`config.mk`:
```
export PLATFORM = sky130hd
export DESIGN_NAME = tx_phy_mc
export DESIGN_NICKNAME = d
export VERILOG_FILES = /design/src/rtl/tx_phy_mc.sv
export SDC_FILE = /design/constraint.sdc
export NUM_CORES = 1
export LEC_CHECK = 0
export ABC_AREA = 1
export BUFFER_PORTS_ARGS = -buffer_cell sky130_fd_sc_hd__buf_2
export CELL_PAD_IN_SITES_DETAIL_PLACEMENT = 1
export CELL_PAD_IN_SITES_GLOBAL_PLACEMENT = 1
export CORE_ASPECT_RATIO = 0.8
export CORE_MARGIN = 5
export CORE_UTILIZATION = 29
export DETAILED_ROUTE_END_ITERATION = 6
export GPL_ROUTABILITY_DRIVEN = 0
export GPL_TIMING_DRIVEN = 1
export PLACE_DENSITY_LB_ADDON = 0.1
export SETUP_SLACK_MARGIN = 0.1
export SLEW_MARGIN = 20
export SYNTH_ARGS = -nofsm -noshare
export SYNTH_HDL_FRONTEND = slang
export SYNTH_SLANG_ARGS = --single-unit
```
`constraint.sdc`:
```
create_clock -name clk -period 7.8 [get_ports clk]
set_input_delay 1.17 -clock clk [delete_from_list [all_inputs] [get_ports clk]]
set_output_delay 1.17 -clock clk [all_outputs]
set_load 0.05 [all_outputs]
```
`src/rtl/tx_phy_mc.sv`:
```
// tx_phy_mc: parametrised multi-lane Alink transmit PHY.
//
// Pops one frame from a first-word-fall-through TxFIFO (TASKID_LEN header words, then DATA_LEN
// hash words), appends a self-generated nonce sweep (0, step, 2*step, ... below 2^32) and
// serialises everything with return-to-zero symbols on the selected lanes.
// A start symbol (00) lasts T cycles. Each bit is {b,~b} for T cycles followed by 00 for T
// cycles, sent LSB first. T = max(reg_timing+1, TASKID_LEN+1) and is latched at frame start.
//
// Ports:
//   clk, rst        clock, asynchronous active-high reset
//   reg_flush       synchronous abort back to idle (no done / err pulse)
//   reg_timing      bit period minus one
//   tx_phy_start    frame request pulse (ignored while busy)
//   tx_phy_sel      lane select, sampled with tx_phy_start
//   tx_phy_done     1-cycle pulse in the last cycle of a frame
//   tx_phy_err      1-cycle pulse after a pop was due with the FIFO empty
//   tx_busy         high whenever the FSM is not idle
//   tx_dout         FIFO head word
//   tx_empty        FIFO empty flag
//   tx_rd_en        FIFO pop
//   task_id_vld     1-cycle pulse, header registers valid
//   rx_phy_sel      latched lane select
//   task_id_h/l     header words 0 and 1
//   reg_tout        header word 3
//   TX_P, TX_N      lane outputs, idle 11
module tx_phy_mc #(
  parameter int unsigned PHY_NUM    = 32,
  parameter logic [31:0] PHY_EN     = 32'h0000_03FF,
  parameter int unsigned TIMING_W   = 8,
  parameter int unsigned TASKID_LEN = 4,
  parameter int unsigned DATA_LEN   = 23
) (
  input  logic                clk,
  input  logic                rst,
  input  logic                reg_flush,
  input  logic [TIMING_W-1:0] reg_timing,
  input  logic                tx_phy_start,
  input  logic [PHY_NUM-1:0]  tx_phy_sel,
  output logic                tx_phy_done,
  output logic                tx_phy_err,
  output logic                tx_busy,
  input  logic [31:0]         tx_dout,
  input  logic                tx_empty,
  output logic                tx_rd_en,
  output logic                task_id_vld,
  output logic [PHY_NUM-1:0]  rx_phy_sel,
  output logic [31:0]         task_id_h,
  output logic [31:0]         task_id_l,
  output logic [31:0]         reg_tout,
  output logic [PHY_NUM-1:0]  TX_P,
  output logic [PHY_NUM-1:0]  TX_N
);

  // One extra bit so that T-1 = TASKID_LEN always fits next to a full-range reg_timing.
  localparam int unsigned CW = (TIMING_W + 1 > $clog2(TASKID_LEN + 2)) ? TIMING_W + 1
                                                                       : $clog2(TASKID_LEN + 2);
  localparam int unsigned WW = (DATA_LEN > 1) ? $clog2(DATA_LEN) : 1;

  localparam logic [CW-1:0] HdrLast  = CW'(TASKID_LEN);
  localparam logic [CW-1:0] HdrVld   = CW'(TASKID_LEN - 1);
  localparam logic [WW-1:0] DataLast = WW'(DATA_LEN - 1);

  typedef enum logic [1:0] {StIdle, StHdr, StData, StNonce} state_e;

  state_e        state_q;
  logic [CW-1:0] cnt_q;     // cycle within the current T period (HDR: cycle since frame start)
  logic [CW-1:0] tlast_q;   // T-1
  logic          zero_q;    // second half of a bit (00 symbol)
  logic [4:0]    bit_q;
  logic [WW-1:0] word_q;
  logic [31:0]   shift_q;   // word on the line, current bit in [0]
  logic [32:0]   acc_q;     // nonce accumulator
  logic [31:0]   reg_step_q;
  logic [1:0]    line_q;    // {P,N} driven on enabled, selected lanes

  logic          period_end, word_end, last_data;
  logic          hdr_due, data_due, pop_due, underflow;
  logic [32:0]   acc_next;
  logic          nonce_last, done_next;
  logic [31:0]   first_word;
  logic [CW-1:0] t_next;
  logic [PHY_NUM-1:0] lane_mask;

  always_comb begin
    period_end = (cnt_q == tlast_q);
    word_end   = zero_q && (bit_q == 5'd31) && period_end;
    last_data  = (word_q == DataLast);
    hdr_due    = (state_q == StHdr) && (cnt_q <= HdrLast);
    // The next hash word is fetched in the very last cycle of the current word.
    data_due   = (state_q == StData) && word_end && !last_data;
    pop_due    = hdr_due || data_due;
    underflow  = pop_due && tx_empty;
    tx_rd_en   = pop_due && !tx_empty && !reg_flush;
    acc_next   = acc_q + {1'b0, reg_step_q};
    // A zero step would never leave the 32-bit range, so it sends exactly one word.
    nonce_last = (reg_step_q == 32'h0) || acc_next[32];
    // done is registered, so it is raised one cycle ahead of the frame's final cycle (T >= 5).
    done_next  = (state_q == StNonce) && zero_q && (bit_q == 5'd31) && nonce_last &&
                 (cnt_q == tlast_q - CW'(1));
    // When T-1 == TASKID_LEN the first data word is popped in the same cycle HDR ends.
    first_word = (cnt_q == HdrLast) ? tx_dout : shift_q;
    t_next     = (CW'(reg_timing) >= HdrLast) ? CW'(reg_timing) : HdrLast;
  end

  assign tx_busy   = (state_q != StIdle);
  assign lane_mask = rx_phy_sel & PHY_EN[PHY_NUM-1:0];
  assign TX_P      = ~lane_mask | {PHY_NUM{line_q[1]}};
  assign TX_N      = ~lane_mask | {PHY_NUM{line_q[0]}};

  always_ff @(posedge clk or posedge rst) begin
    if (rst) begin
      state_q     <= StIdle;
      cnt_q       <= '0;
      tlast_q     <= '0;
      zero_q      <= 1'b0;
      bit_q       <= '0;
      word_q      <= '0;
      shift_q     <= '0;
      acc_q       <= '0;
      reg_step_q  <= '0;
      line_q      <= 2'b11;
      tx_phy_done <= 1'b0;
      tx_phy_err  <= 1'b0;
      task_id_vld <= 1'b0;
      rx_phy_sel  <= '0;
      task_id_h   <= '0;
      task_id_l   <= '0;
      reg_tout    <= '0;
    end else begin
      tx_phy_done <= 1'b0;
      tx_phy_err  <= 1'b0;
      task_id_vld <= 1'b0;
      if (reg_flush || underflow) begin
        // Header registers are deliberately left alone.
        tx_phy_err <= !reg_flush;
        state_q    <= StIdle;
        line_q     <= 2'b11;
        cnt_q      <= '0;
        zero_q     <= 1'b0;
        bit_q      <= '0;
        word_q     <= '0;
      end else begin
        unique case (state_q)
          StIdle: begin
            if (tx_phy_start) begin
              rx_phy_sel <= tx_phy_sel;
              tlast_q    <= t_next;
              cnt_q      <= '0;
              zero_q     <= 1'b0;
              state_q    <= StHdr;
              line_q     <= 2'b00;
            end
          end
          StHdr: begin
            if (hdr_due) begin
              if (cnt_q == CW'(0)) task_id_h  <= tx_dout;
              if (cnt_q == CW'(1)) reg_step_q <= tx_dout;
              if (cnt_q == CW'(1)) task_id_l  <= tx_dout;
              if (cnt_q == CW'(2)) reg_step_q <= tx_dout;
              if (cnt_q == CW'(3)) reg_tout   <= tx_dout;
              if (cnt_q == HdrLast) shift_q   <= tx_dout;
              if (cnt_q == HdrVld) task_id_vld <= 1'b1;
            end
            if (period_end) begin
              cnt_q   <= '0;
              state_q <= StData;
              bit_q   <= '0;
              zero_q  <= 1'b0;
              word_q  <= '0;
              shift_q <= first_word;
              line_q  <= {first_word[0], ~first_word[0]};
            end else begin
              cnt_q <= cnt_q + CW'(1);
            end
          end
          StData, StNonce: begin
            tx_phy_done <= done_next;
            if (!period_end) begin
              cnt_q <= cnt_q + CW'(1);
            end else begin
              cnt_q <= '0;
              if (!zero_q) begin
                zero_q <= 1'b1;
                line_q <= 2'b00;
              end else if (bit_q != 5'd31) begin
                zero_q  <= 1'b0;
                bit_q   <= bit_q + 5'd1;
                shift_q <= shift_q >> 1;
                line_q  <= {shift_q[1], ~shift_q[1]};
              end else begin
                zero_q <= 1'b0;
                bit_q  <= '0;
                if (state_q == StData) begin
                  if (last_data) begin
                    state_q <= StNonce;
                    acc_q   <= '0;
                    shift_q <= '0;
                    line_q  <= 2'b01;
                  end else begin
                    word_q  <= word_q + WW'(1);
                    shift_q <= tx_dout;
                    line_q  <= {tx_dout[0], ~tx_dout[0]};
                  end
                end else if (nonce_last) begin
                  state_q <= StIdle;
                  line_q  <= 2'b11;
                end else begin
                  acc_q   <= acc_next;
                  shift_q <= acc_next[31:0];
                  line_q  <= {acc_next[0], ~acc_next[0]};
                end
              end
            end
          end
          default: state_q <= StIdle;
        endcase
      end
    end
  end

endmodule

```
==> reports/metrics.yaml, run 1 <==
logic_synthesis:
  syn_inst: 1847
  synth_largest_area_cell: "dfrtp_1"
  yosysSeqAreaShare_pct: 43.66
  syn_avg_cell_area_sq_um: 8.071
  synth_flop_cell: "dfrtp_1"
  synth-edff-count: 0
  yosysWarnings: 0
  synth_common_cells: "nand2_1 (478), dfrtp_1 (258), inv_1 (246), nor2_1 (136), o21ai_0 (106)"
  async_flop_share_pct: 100.0
  ys_seq_elements: 260
  netlist_area_sq_um: 14910
  synthTopCellsByArea: "dfrtp_1 (43%), nand2_1 (12%), mux2i_1 (6.5%)"
  yosysMostFrequentCell: "nand2_1"
  synth_top_area_share_pct: 43.31
  yosysUniqueCellTypes: 53
sta:
  clock_skew_ps: 19.59
  setup_violations: 0
  maxSlewViolCount: 0
  finalCritPeriodShare_pct: 58.53
  rsz0062_at_grt: "false"
  fmax_ghz: 0.2190
  slew-limit-headroom_pct: 31.15
  final_hold_viol_count: 0
  fin_crit_ps: 4565
  holdWs_ps: 463.4
  finalSetupTns_ps: 0
  worstMarginPinSlew_ps: 1033
clock_network:
  holdBufCountCts: 0
  clock_sinks: 260
  root_buffer: "clkbuf_16"
  insertion_delay_ps: 550
  clk_pin_slew_worst_paths_ps: 50
  cts_tree: "built"
  cts_buffer_depth: 3
  cts_buffers: 34
  cts_max_level: 2
  post-cts-setup-buffer-count: 0
  cts_resized: 0
layout:
  n_antenna_cell: 0
  drive_gt1_share_pct: 18.93
  nFillCells: 6222
  syn2layout_area_growth_pct: 19.24
  post-route-util_pct: 34.90
  finalNetCount: 2191
global_routing:
  grt_overflow_total: 0
  grt_pass1_vias: 13470
  grtUsageTotal_pct: 18.08
  grt_max_degree: 142
  grt_pass1_wl_um: 80590
  antenna_found_initial: 2
detailed_routing:
  antenna_left: 0
  dr_wl_met3_um: 2970
  vias: 12900
  routed_wl_um: 51690
  dr.first_iter.drc_count: 751
  topRoutingLayerUsed: "met5"
  wl_per_cell_um: 18.62
  wl_met1_um: 27160
  vias_per_cell: 4.648
  firstDrtPassIters: 7
  routed-wl-met2_um: 20690
  drc: 0
setup_path:
  ff2ff_setup_slack_ps: 3820
  crit_fanout: 27
  critPathKind: "flip-flop to output port"
  crit_chain: "inv_1 -> ha_1 -> inv_2 -> nor2_2 -> nand4_4 -> a21boi_0 -> buf_2"
  startpoint: "state_q[0]$_DFFE_PP0P_"
  critPathCapture: "tx_rd_en"
  max_stage_delay_ps: 610
  timing.rr.start: "state_q[0]$_DFFE_PP0P_"
  cp-end-kind: "output port"
  reg2reg_to: "acc_q[10]$_DFFE_PP0P_"
  cp_data_required_time_ps: 6630
  critPathSlowestCell: "ha_1"
  startpoint_type: "flip-flop"
  worstRegToRegCells: 13
  cp.arrival_ps: 3400
outcome:
  outcome: "finished, final reports clean"
floorplan:
  die_y_um: 212.8
  start_util_pct: 29.27
  fp.dieW_um: 263.5
  pin_count: 274
  core_sq_um: 50920
  fp.dieArea_sq_um: 56060
  placementRows: 74
pwr:
  ir_drop_mv: 0.2287
  leakage_uw: 0.009452
  cellPowerDensity_nw_per_um2: 350.2
min_path:
  hold_path.class: "flip-flop to flip-flop"
job:
  maxCapViolCount: 0
placement:
  hpwl_um: 38800
  io_buffers: 229
routing by layer:
metal / GRT usage (%) / vias up
met1: 28.36 / 6348
met5: 0 / -
met4: 4.214 / 2
met2: 24.97 / 233
met3: 4.182 / 50
li1: - / 6270
worst min-delay path by stage:
stage | from | cells past startpoint | endpoint
after floorplan | shift_q[29]$_DFFE_PP0P_ | 2 | shift_q[29]$_DFFE_PP0P_
after global placement | rx_phy_sel[11]$_DFFE_PP0P_ | 2 | rx_phy_sel[11]$_DFFE_PP0P_
after detailed placement | rx_phy_sel[10]$_DFFE_PP0P_ | 2 | rx_phy_sel[10]$_DFFE_PP0P_
after CTS | rx_phy_sel[10]$_DFFE_PP0P_ | 2 | rx_phy_sel[10]$_DFFE_PP0P_
after global routing | rx_phy_sel[10]$_DFFE_PP0P_ | 2 | rx_phy_sel[10]$_DFFE_PP0P_
final | rx_phy_sel[12]$_DFFE_PP0P_ | 2 | rx_phy_sel[12]$_DFFE_PP0P_
stage by stage:
stage | setup WS [ps] | total power, uW | area, sq um | instances
floorplan | 3204 | 3794 | 15070 | 1890
global placement | 3845 | 4546 | 16570 | 2715
detailed placement | 3777 | 4577 | 16570 | 2715
CTS | 3164 | 6320 | 17770 | 2776
global route | 3002 | 6612 | 17770 | 2776
finish | 3235 | 6225 | 17770 | 2776
where the power goes:
group	switching (uW)	internal [uW]	leakage (uW)	total (uW)
combinational	2020	577	0.00541	2590
sequential	257	1680	0.00346	1940
clock	630	1060	0.000586	1690
cells by family after synthesis:
logic type | after synthesis | share of synthesized area [%]
multiplexers | 101 | 6.815
AND/OR/NAND/NOR | 793 | 22.94
other | 1 | 0.02516
buffers and inverters | 364 | 10.99
AO/OA/AOI/OAI | 261 | 10.40
adder cells (fa/ha/maj) | 47 | 3.995
XOR/XNOR | 20 | 1.175
flip-flops | 260 | 43.66
cell usage in the layout, fill, tap and decap left out, types with 22 or more instances in the layout:
cell type and instances:
o21ai_2 31, nor3_1 28, nand2_1 478, a21oi_1 48
clkbuf_16 35, dfrtp_1 258, o21ai_1 22, nand3_1 69
nand2_2 29, conb_1 44, nor2_1 135, o22ai_1 25
mux2i_1 97, o21ai_0 106, inv_1 245, ha_1 45
buf_2 229
worst max-delay path, delay by kind of cell (launching register included):
family                   cells  cell delay (ps)
flip-flops                   1              410
buffers and inverters        3              910
adder cells (fa/ha/maj)      1              610
AND/OR/NAND/NOR              2              740
AO/OA/AOI/OAI                1              200
final cells by class:
class / count / area, sq um / share of cell area, %
clock inverter: 9 / 192.7 / 1.084
tap: 684 / 855.8 / 4.815
timing repair buffer: 242 / 1256 / 7.067
multi-input combinational: 1266 / 6960 / 39.16
clock buffer: 52 / 1010 / 5.681
sequential: 260 / 6509 / 36.62
inverter: 263 / 991.0 / 5.575
sequential cells by signal (all words and copies together), names as in the netlist, 8 cells and up:
name / flops
cnt_q: 9
rx_phy_sel: 32
task_id_h: 32
task_id_l: 32
reg_step_q: 32
acc_q: 33
tlast_q: 8
reg_tout: 32
shift_q: 32
Power figures use the tool's default switching activity.
==> run 2, diff against run 1 <==
==> constraint.sdc (replaced) <==
create_clock -name clk -period 4.1 [get_ports clk]
set_input_delay 0.615 -clock clk [delete_from_list [all_inputs] [get_ports clk]]
set_output_delay 0.615 -clock clk [all_outputs]
set_load 0.05 [all_outputs]
==> run 2 against run 1 <==
Compared with the run above:
- critical path depth grew 12
- count of clock-buffer cells in the layout down 9
- combinational power rose by 91%
- final cell count is 0.14% higher
- global-route usage decreased by 0.36 points
- largest cell class unchanged
- largest power group unchanged
==> reports/metrics.yaml, run 2 (synthesis gave the netlist of run 1 again) <==
layout:
  largest_reg_flops: 33
  post-route-util_pct: 34.80
  layout_common_cells: "nand2_1 (478), dfrtp_1 (258), inv_1 (245), buf_2 (229), nor2_1 (135)"
  drive_gt1_share_pct: 19.32
  design_area_sq_um: 17720
  final_common_cell: "nand2_1"
  top_register: "acc_q"
  finalNetCount: 2196
  syn2layout_area_growth_pct: 18.89
  n_antenna_cell: 0
clock_network:
  clk_pin_slew_worst_paths_ps: 60
  clock_sinks: 260
  post-cts-setup-buffer-count: 0
  root_buffer: "clkbuf_16"
  cts_max_level: 1
  insertion_delay_ps: 590
  holdBufCountCts: 0
  cts_tree: "built"
  cts_resized: 0
  cts_buffers: 31
  cts_buffer_depth: 3
setup_path:
  cp-end-kind: "flip-flop"
  worstRegToRegCells: 19
  startpoint_type: "flip-flop"
  critPathKind: "flip-flop to flip-flop"
  cp.arrival_ps: 3940
  cp_data_required_time_ps: 4610
  timing.rr.start: "reg_step_q[0]$_DFFE_PP0P_"
  critPathCapture: "acc_q[10]$_DFFE_PP0P_"
  ff2ff_setup_slack_ps: 680
  startpoint: "reg_step_q[0]$_DFFE_PP0P_"
  reg2reg_to: "acc_q[10]$_DFFE_PP0P_"
  crit_fanout: 64
detailed_routing:
  vias: 12820
  firstDrtPassIters: 5
  vias_per_cell: 4.613
  dr.first_iter.drc_count: 734
  wl_per_cell_um: 18.44
  drc: 0
  dr_wl_met3_um: 2755
  routed_wl_um: 51260
  antenna_left: 0
  topRoutingLayerUsed: "met4"
  wl_met1_um: 27560
  routed-wl-met2_um: 20370
pwr:
  p_comb_share_pct: 42.8
  pwr-share-clk_pct: 25.4
  power_frac_seq_pct: 31.9
  leakage_uw: 0.009446
  cellPowerDensity_nw_per_um2: 651.6
  switching_share_pct: 47.40
  ir_drop_mv: 0.3462
  power.switching_uw: 5474
  p_int_uw: 6075
  p_total_uw: 11550
global_routing:
  grt_overflow_total: 0
  antenna_found_initial: 1
  grt_pass1_wl_um: 79380
  grtUsageTotal_pct: 17.72
  grt_pass1_vias: 13290
  grt_max_degree: 79
sta:
  finalSetupTns_ps: 0
  final_hold_viol_count: 0
  maxSlewViolCount: 0
  slew-limit-headroom_pct: 31.73
  setup_violations: 0
  fin_crit_ps: 3423
  rsz0062_at_grt: "false"
  fmax_ghz: 0.2921
  finalCritPeriodShare_pct: 83.49
  worstMarginPinSlew_ps: 1024
  clock_skew_ps: 16.79
floorplan:
  start_util_pct: 29.27
  pin_count: 274
  fp.dieArea_sq_um: 56060
  placementRows: 74
  die_y_um: 212.8
  core_sq_um: 50920
  fp.dieW_um: 263.5
placement:
  io_buffers: 229
  hpwl_um: 38990
  postPlaceCellArea_sq_um: 16640
outcome:
  outcome: "finished, final reports clean"
job:
  maxCapViolCount: 0
min_path:
  hold_path.class: "input pin to async pin"
run 2: cell types whose count changed in the layout (fill, tap and decap cells not counted), sizes merged:
cell,delta
bufinv,-1
clkinv,+4
clkbuf,-9
inv,+1
buf,+8
clkinvlp,+1
run 2: final cells by class:
type,instances,area [sq um]
tap,684,855.8
timing repair buffer,250,1329
sequential,260,6509
clock buffer,43,890.9
fill,6228,33200
inverter,263,991.0
clock inverter,14,187.7
multi-input combinational,1266,6960
run 2: through the flow:
step	cells	worst slack, ps	hold WS (ps)
after floorplan	1890	59.06	444.3
after global placement	2723	763.3	451.6
after detailed placement	2723	717.7	457.6
after CTS	2780	693.8	186.2
after global routing	2780	362.6	203.8
final	2780	676.9	219.5
run 2: worst max-delay path, stage by stage, from the launching register on:
cell and delay, ps:
dfrtp_1 380, ha_1 180, inv_1 60, fa_1 370, inv_1 80, nand3_1 70, nand2_1 140, nand2_1 60
nand2_1 130, nand2_1 70, nand2_1 150, nand2_1 110, nand2_1 70, nand2_1 80, nand3_2 110, nand2_1 110
nand3_4 110, buf_4 770, nand2_1 140, o21ai_2 90
run 2: worst min path at each step:
| stage | depth (start not counted) | to | slack (ps) | startpoint |
|---|---|---|---|---|
| final | 2 | task_id_h[6]$_DFFE_PP0P_ | 220 | rst |
| after global routing | 3 | rx_phy_sel[23]$_DFFE_PP0P_ | 200 | tx_phy_sel[23] |
| after CTS | 3 | rx_phy_sel[2]$_DFFE_PP0P_ | 190 | tx_phy_sel[2] |
| after detailed placement | 2 | rx_phy_sel[19]$_DFFE_PP0P_ | 460 | rx_phy_sel[19]$_DFFE_PP0P_ |
| after global placement | 2 | rx_phy_sel[24]$_DFFE_PP0P_ | 450 | rx_phy_sel[24]$_DFFE_PP0P_ |
| after floorplan | 2 | shift_q[29]$_DFFE_PP0P_ | 440 | shift_q[29]$_DFFE_PP0P_ |
run 2: power by group through the flow:
stage / logic (uW) / registers [uW] / clock network (uW)
after floorplan: 2070 / 5140 / 0
after global placement: 4950 / 3690 / 0
after detailed placement: 4990 / 3720 / 0
after CTS: 5000 / 3690 / 3040
after global routing: 5340 / 3770 / 3140
final: 4940 / 3680 / 2930
run 2: layer usage:
layer  global-route usage (%)  vias to the layer above
met5                        0                        -
met4                    2.259                        0
li1                         -                     6277
met1                    28.48                     6308
met2                    24.55                      202
met3                    4.113                       36
==> run 3, diff against run 2 <==
--- a/config.mk
+++ b/config.mk
@@ -5,7 +5,7 @@
 export SDC_FILE = /design/constraint.sdc
 export NUM_CORES = 1
 export LEC_CHECK = 0
-export ABC_AREA = 1
+export ABC_AREA = 0
 export BUFFER_PORTS_ARGS = -buffer_cell sky130_fd_sc_hd__buf_2
 export CELL_PAD_IN_SITES_DETAIL_PLACEMENT = 1
 export CELL_PAD_IN_SITES_GLOBAL_PLACEMENT = 1
==> constraint.sdc (replaced) <==
create_clock -name clk -period 3.6 [get_ports clk]
set_input_delay 0.54 -clock clk [delete_from_list [all_inputs] [get_ports clk]]
set_output_delay 0.54 -clock clk [all_outputs]
set_load 0.05 [all_outputs]
==> run 3 against run 2 <==
Compared with the run above:
- sequential share of layout area rose by 1.5 points
- die area fell by 5.7%
- non-clock buffer count rose by 30
- cell area fell by 3.8%
- wire length fell by 6.5%
- core utilization rose by 0.63 points
- largest power group unchanged
==> reports/metrics.yaml, run 3 <==
setup_path:
  cp-end-kind: "flip-flop"
  startpoint: "reg_step_q[27]$_DFFE_PP0P_"
  cp_data_required_time_ps: 4070
  startpoint_type: "flip-flop"
  path_common_cell: "or3_1"
  critPathSlowestCell: "ha_1"
  critPathKind: "flip-flop to flip-flop"
  timing.rr.start: "reg_step_q[27]$_DFFE_PP0P_"
  crit_fanout: 24
  worstRegToRegCells: 11
  crit_chain: "ha_1 -> and4_1 -> nand2_1 -> or3_1 -> or3_1 -> o31ai_2 -> buf_4 -> nor4_1 -> o31ai_4 -> buf_12 -> mux2_2"
  max_stage_delay_ps: 450
  cp.arrival_ps: 3800
floorplan:
  fp.dieArea_sq_um: 52870
  placementRows: 72
  die_y_um: 206.7
  fp.dieW_um: 255.8
  pin_count: 274
  start_util_pct: 29.14
  core_sq_um: 48110
detailed_routing:
  antenna_left: 0
  drc: 0
  vias_per_cell: 4.997
  firstDrtPassIters: 4
  routed_wl_um: 47930
  dr.first_iter.drc_count: 697
  wl_per_cell_um: 20.69
  vias: 11580
logic_synthesis:
  synth_flop_cell: "dfrtp_1"
  yosysMostFrequentCell: "dfrtp_1"
  syn_avg_cell_area_sq_um: 9.831
  yosysUniqueCellTypes: 71
  yosysWarnings: 0
  async_flop_share_pct: 100.0
  synth-edff-count: 0
  yosysSeqAreaShare_pct: 46.43
  ys_seq_elements: 260
  synthTopCellsByArea: "dfrtp_1 (46%), mux2_2 (13%), nand2_1 (6.3%)"
  syn_inst: 1426
  netlist_area_sq_um: 14020
  synth_top_area_share_pct: 46.05
  synth_largest_area_cell: "dfrtp_1"
  synth_common_cells: "dfrtp_1 (258), nand2_1 (235), mux2_2 (157), o21ai_0 (112), a21oi_1 (77)"
global_routing:
  grt_max_degree: 63
  grtUsageTotal_pct: 17.55
  antenna_found_initial: 3
  grt_pass1_wl_um: 74260
  grt_pass1_vias: 11980
  grt_overflow_total: 0
sta:
  fmax_ghz: 0.3004
  final_hold_viol_count: 0
  slew-limit-headroom_pct: 35.60
  finalCritPeriodShare_pct: 92.46
  maxSlewViolCount: 0
  setup_violations: 0
  worstMarginPinSlew_ps: 966.0
  clock_skew_ps: 11.05
  fin_ws_ps: 271.4
  fin_crit_ps: 3329
  rsz0062_at_grt: "true"
  finalSetupTns_ps: 0
clock_network:
  cts_buffers: 31
  insertion_delay_ps: 590
  clock_sinks: 260
  cts_tree: "built"
  clk_pin_slew_worst_paths_ps: 60
  cts_buffer_depth: 3
  root_buffer: "clkbuf_16"
  cts_max_level: 1
pwr:
  cellPowerDensity_nw_per_um2: 802.2
  p_total_uw: 13680
  ir_drop_mv: 0.4822
  leakage_uw: 0.008227
layout:
  largest_reg_flops: 33
  post-route-util_pct: 35.44
  drive_gt1_share_pct: 30.65
  layout_common_cells: "dfrtp_1 (258), nand2_1 (233), buf_2 (228), mux2_2 (157), o21ai_0 (112)"
  fin_cells: 2317
  finalNetCount: 1786
  top_register: "acc_q"
  final_common_cell: "dfrtp_1"
  syn2layout_area_growth_pct: 21.60
min_path:
  hold_path.class: "input pin to async pin"
placement:
  dp.cells: 2255
  place_ws_ps: 100.2
  hpwl_um: 35350
  io_buffers: 229
outcome:
  outcome: "finished, final reports clean"
job:
  maxCapViolCount: 0
==> run 3: cell count changes in the layout (fill, tap and decap cells not counted), moves of 17 or more <==
cell      change
buf_4        +26
mux2_2      +157
inv_1       -217
mux2i_1      -93
a31oi_1      +17
nand2_1     -245
o22ai_1      -24
nand3_1      -46
a21oi_1      +28
o21ai_2      -31
nand2b_1     +24
nand2_2      -26
nor2_1       -64
==> run 3: where the power goes <==
| part | total, uW | leakage (uW) | switching [uW] | internal, uW |
|---|---|---|---|---|
| clock | 3250 | 0.000520 | 1310 | 1940 |
| sequential | 4290 | 0.00343 | 584 | 3710 |
| combinational | 6140 | 0.00428 | 4390 | 1750 |
==> run 3: cell type report <==
type,instances,area [sq um]
fillers,5573,31060
multi-input cells,1060,6965
repair buffers,280,1612
diodes,1,2.502
well taps,629,787.0
clock buffers,48,939.7
inverters,29,112.6
clock inverters,10,120.1
flip-flops and latches,260,6509
==> run 3: timing repair <==
action                     in CTS  in global routing
resized for setup               1                  7
setup endpoints to repair       4                 37
hold buffers                    0                  0
buffers inserted                0                  2
cloned                          0                  1
pin swaps                       0                  2
==> run 3: kinds of logic after synthesis <==
| logic type | Yosys count | synth area share [%] |
|---|---|---|
| simple gates | 453 | 14.53 |
| compound gates | 320 | 14.07 |
| flops | 260 | 46.43 |
| mux | 161 | 12.90 |
| buf+inv | 149 | 5.506 |
| fa+ha+maj | 47 | 4.248 |
| xor+xnor | 35 | 2.294 |
| other cells | 1 | 0.02675 |
==> run 3: final timing paths <==
kind | slack [ps] | to
max | 270 | acc_q[25]$_DFFE_PP0P_
min | 30 | reg_tout[2]$_DFFE_PP0P_
max reg2reg | 270 | acc_q[25]$_DFFE_PP0P_
min reg2reg | 470 | reg_tout[20]$_DFFE_PP0P_
max in group asynchronous | 2630 | reg_tout[18]$_DFFE_PP0P_
min in group clk | 150 | tx_phy_err$_DFF_PP0_
==> run 3: critical path, delay by kind of cell (launching register included) <==
kind / cells / cell delay [ps]
AOI/OAI and AO/OA: 2 / 390
adders and majority gates: 1 / 450
buffers and inverters: 2 / 420
DFF: 1 / 400
muxes: 1 / 350
and+or+nand+nor: 5 / 1170
==> run 3: metrics by stage <==
| stage | hold slack (ps) | area (sq um) |
|---|---|---|
| floorplan | 437.5 | 14180 |
| global placement | 455.5 | 15910 |
| detailed placement | 456.7 | 15910 |
| CTS | 16.47 | 16970 |
| global route | 30.90 | 17050 |
| finish | 31.11 | 17050 |
==> run 3: routing by layer <==
metal / GRT usage, % / routed length [um] / vias up
met5: 0 / 0 / -
met2: 26.43 / 20670 / 164
met3: 3.113 / 1874 / 45
li1: - / - / 5413
met1: 26.75 / 24600 / 5957
met4: 3.102 / 789 / 0
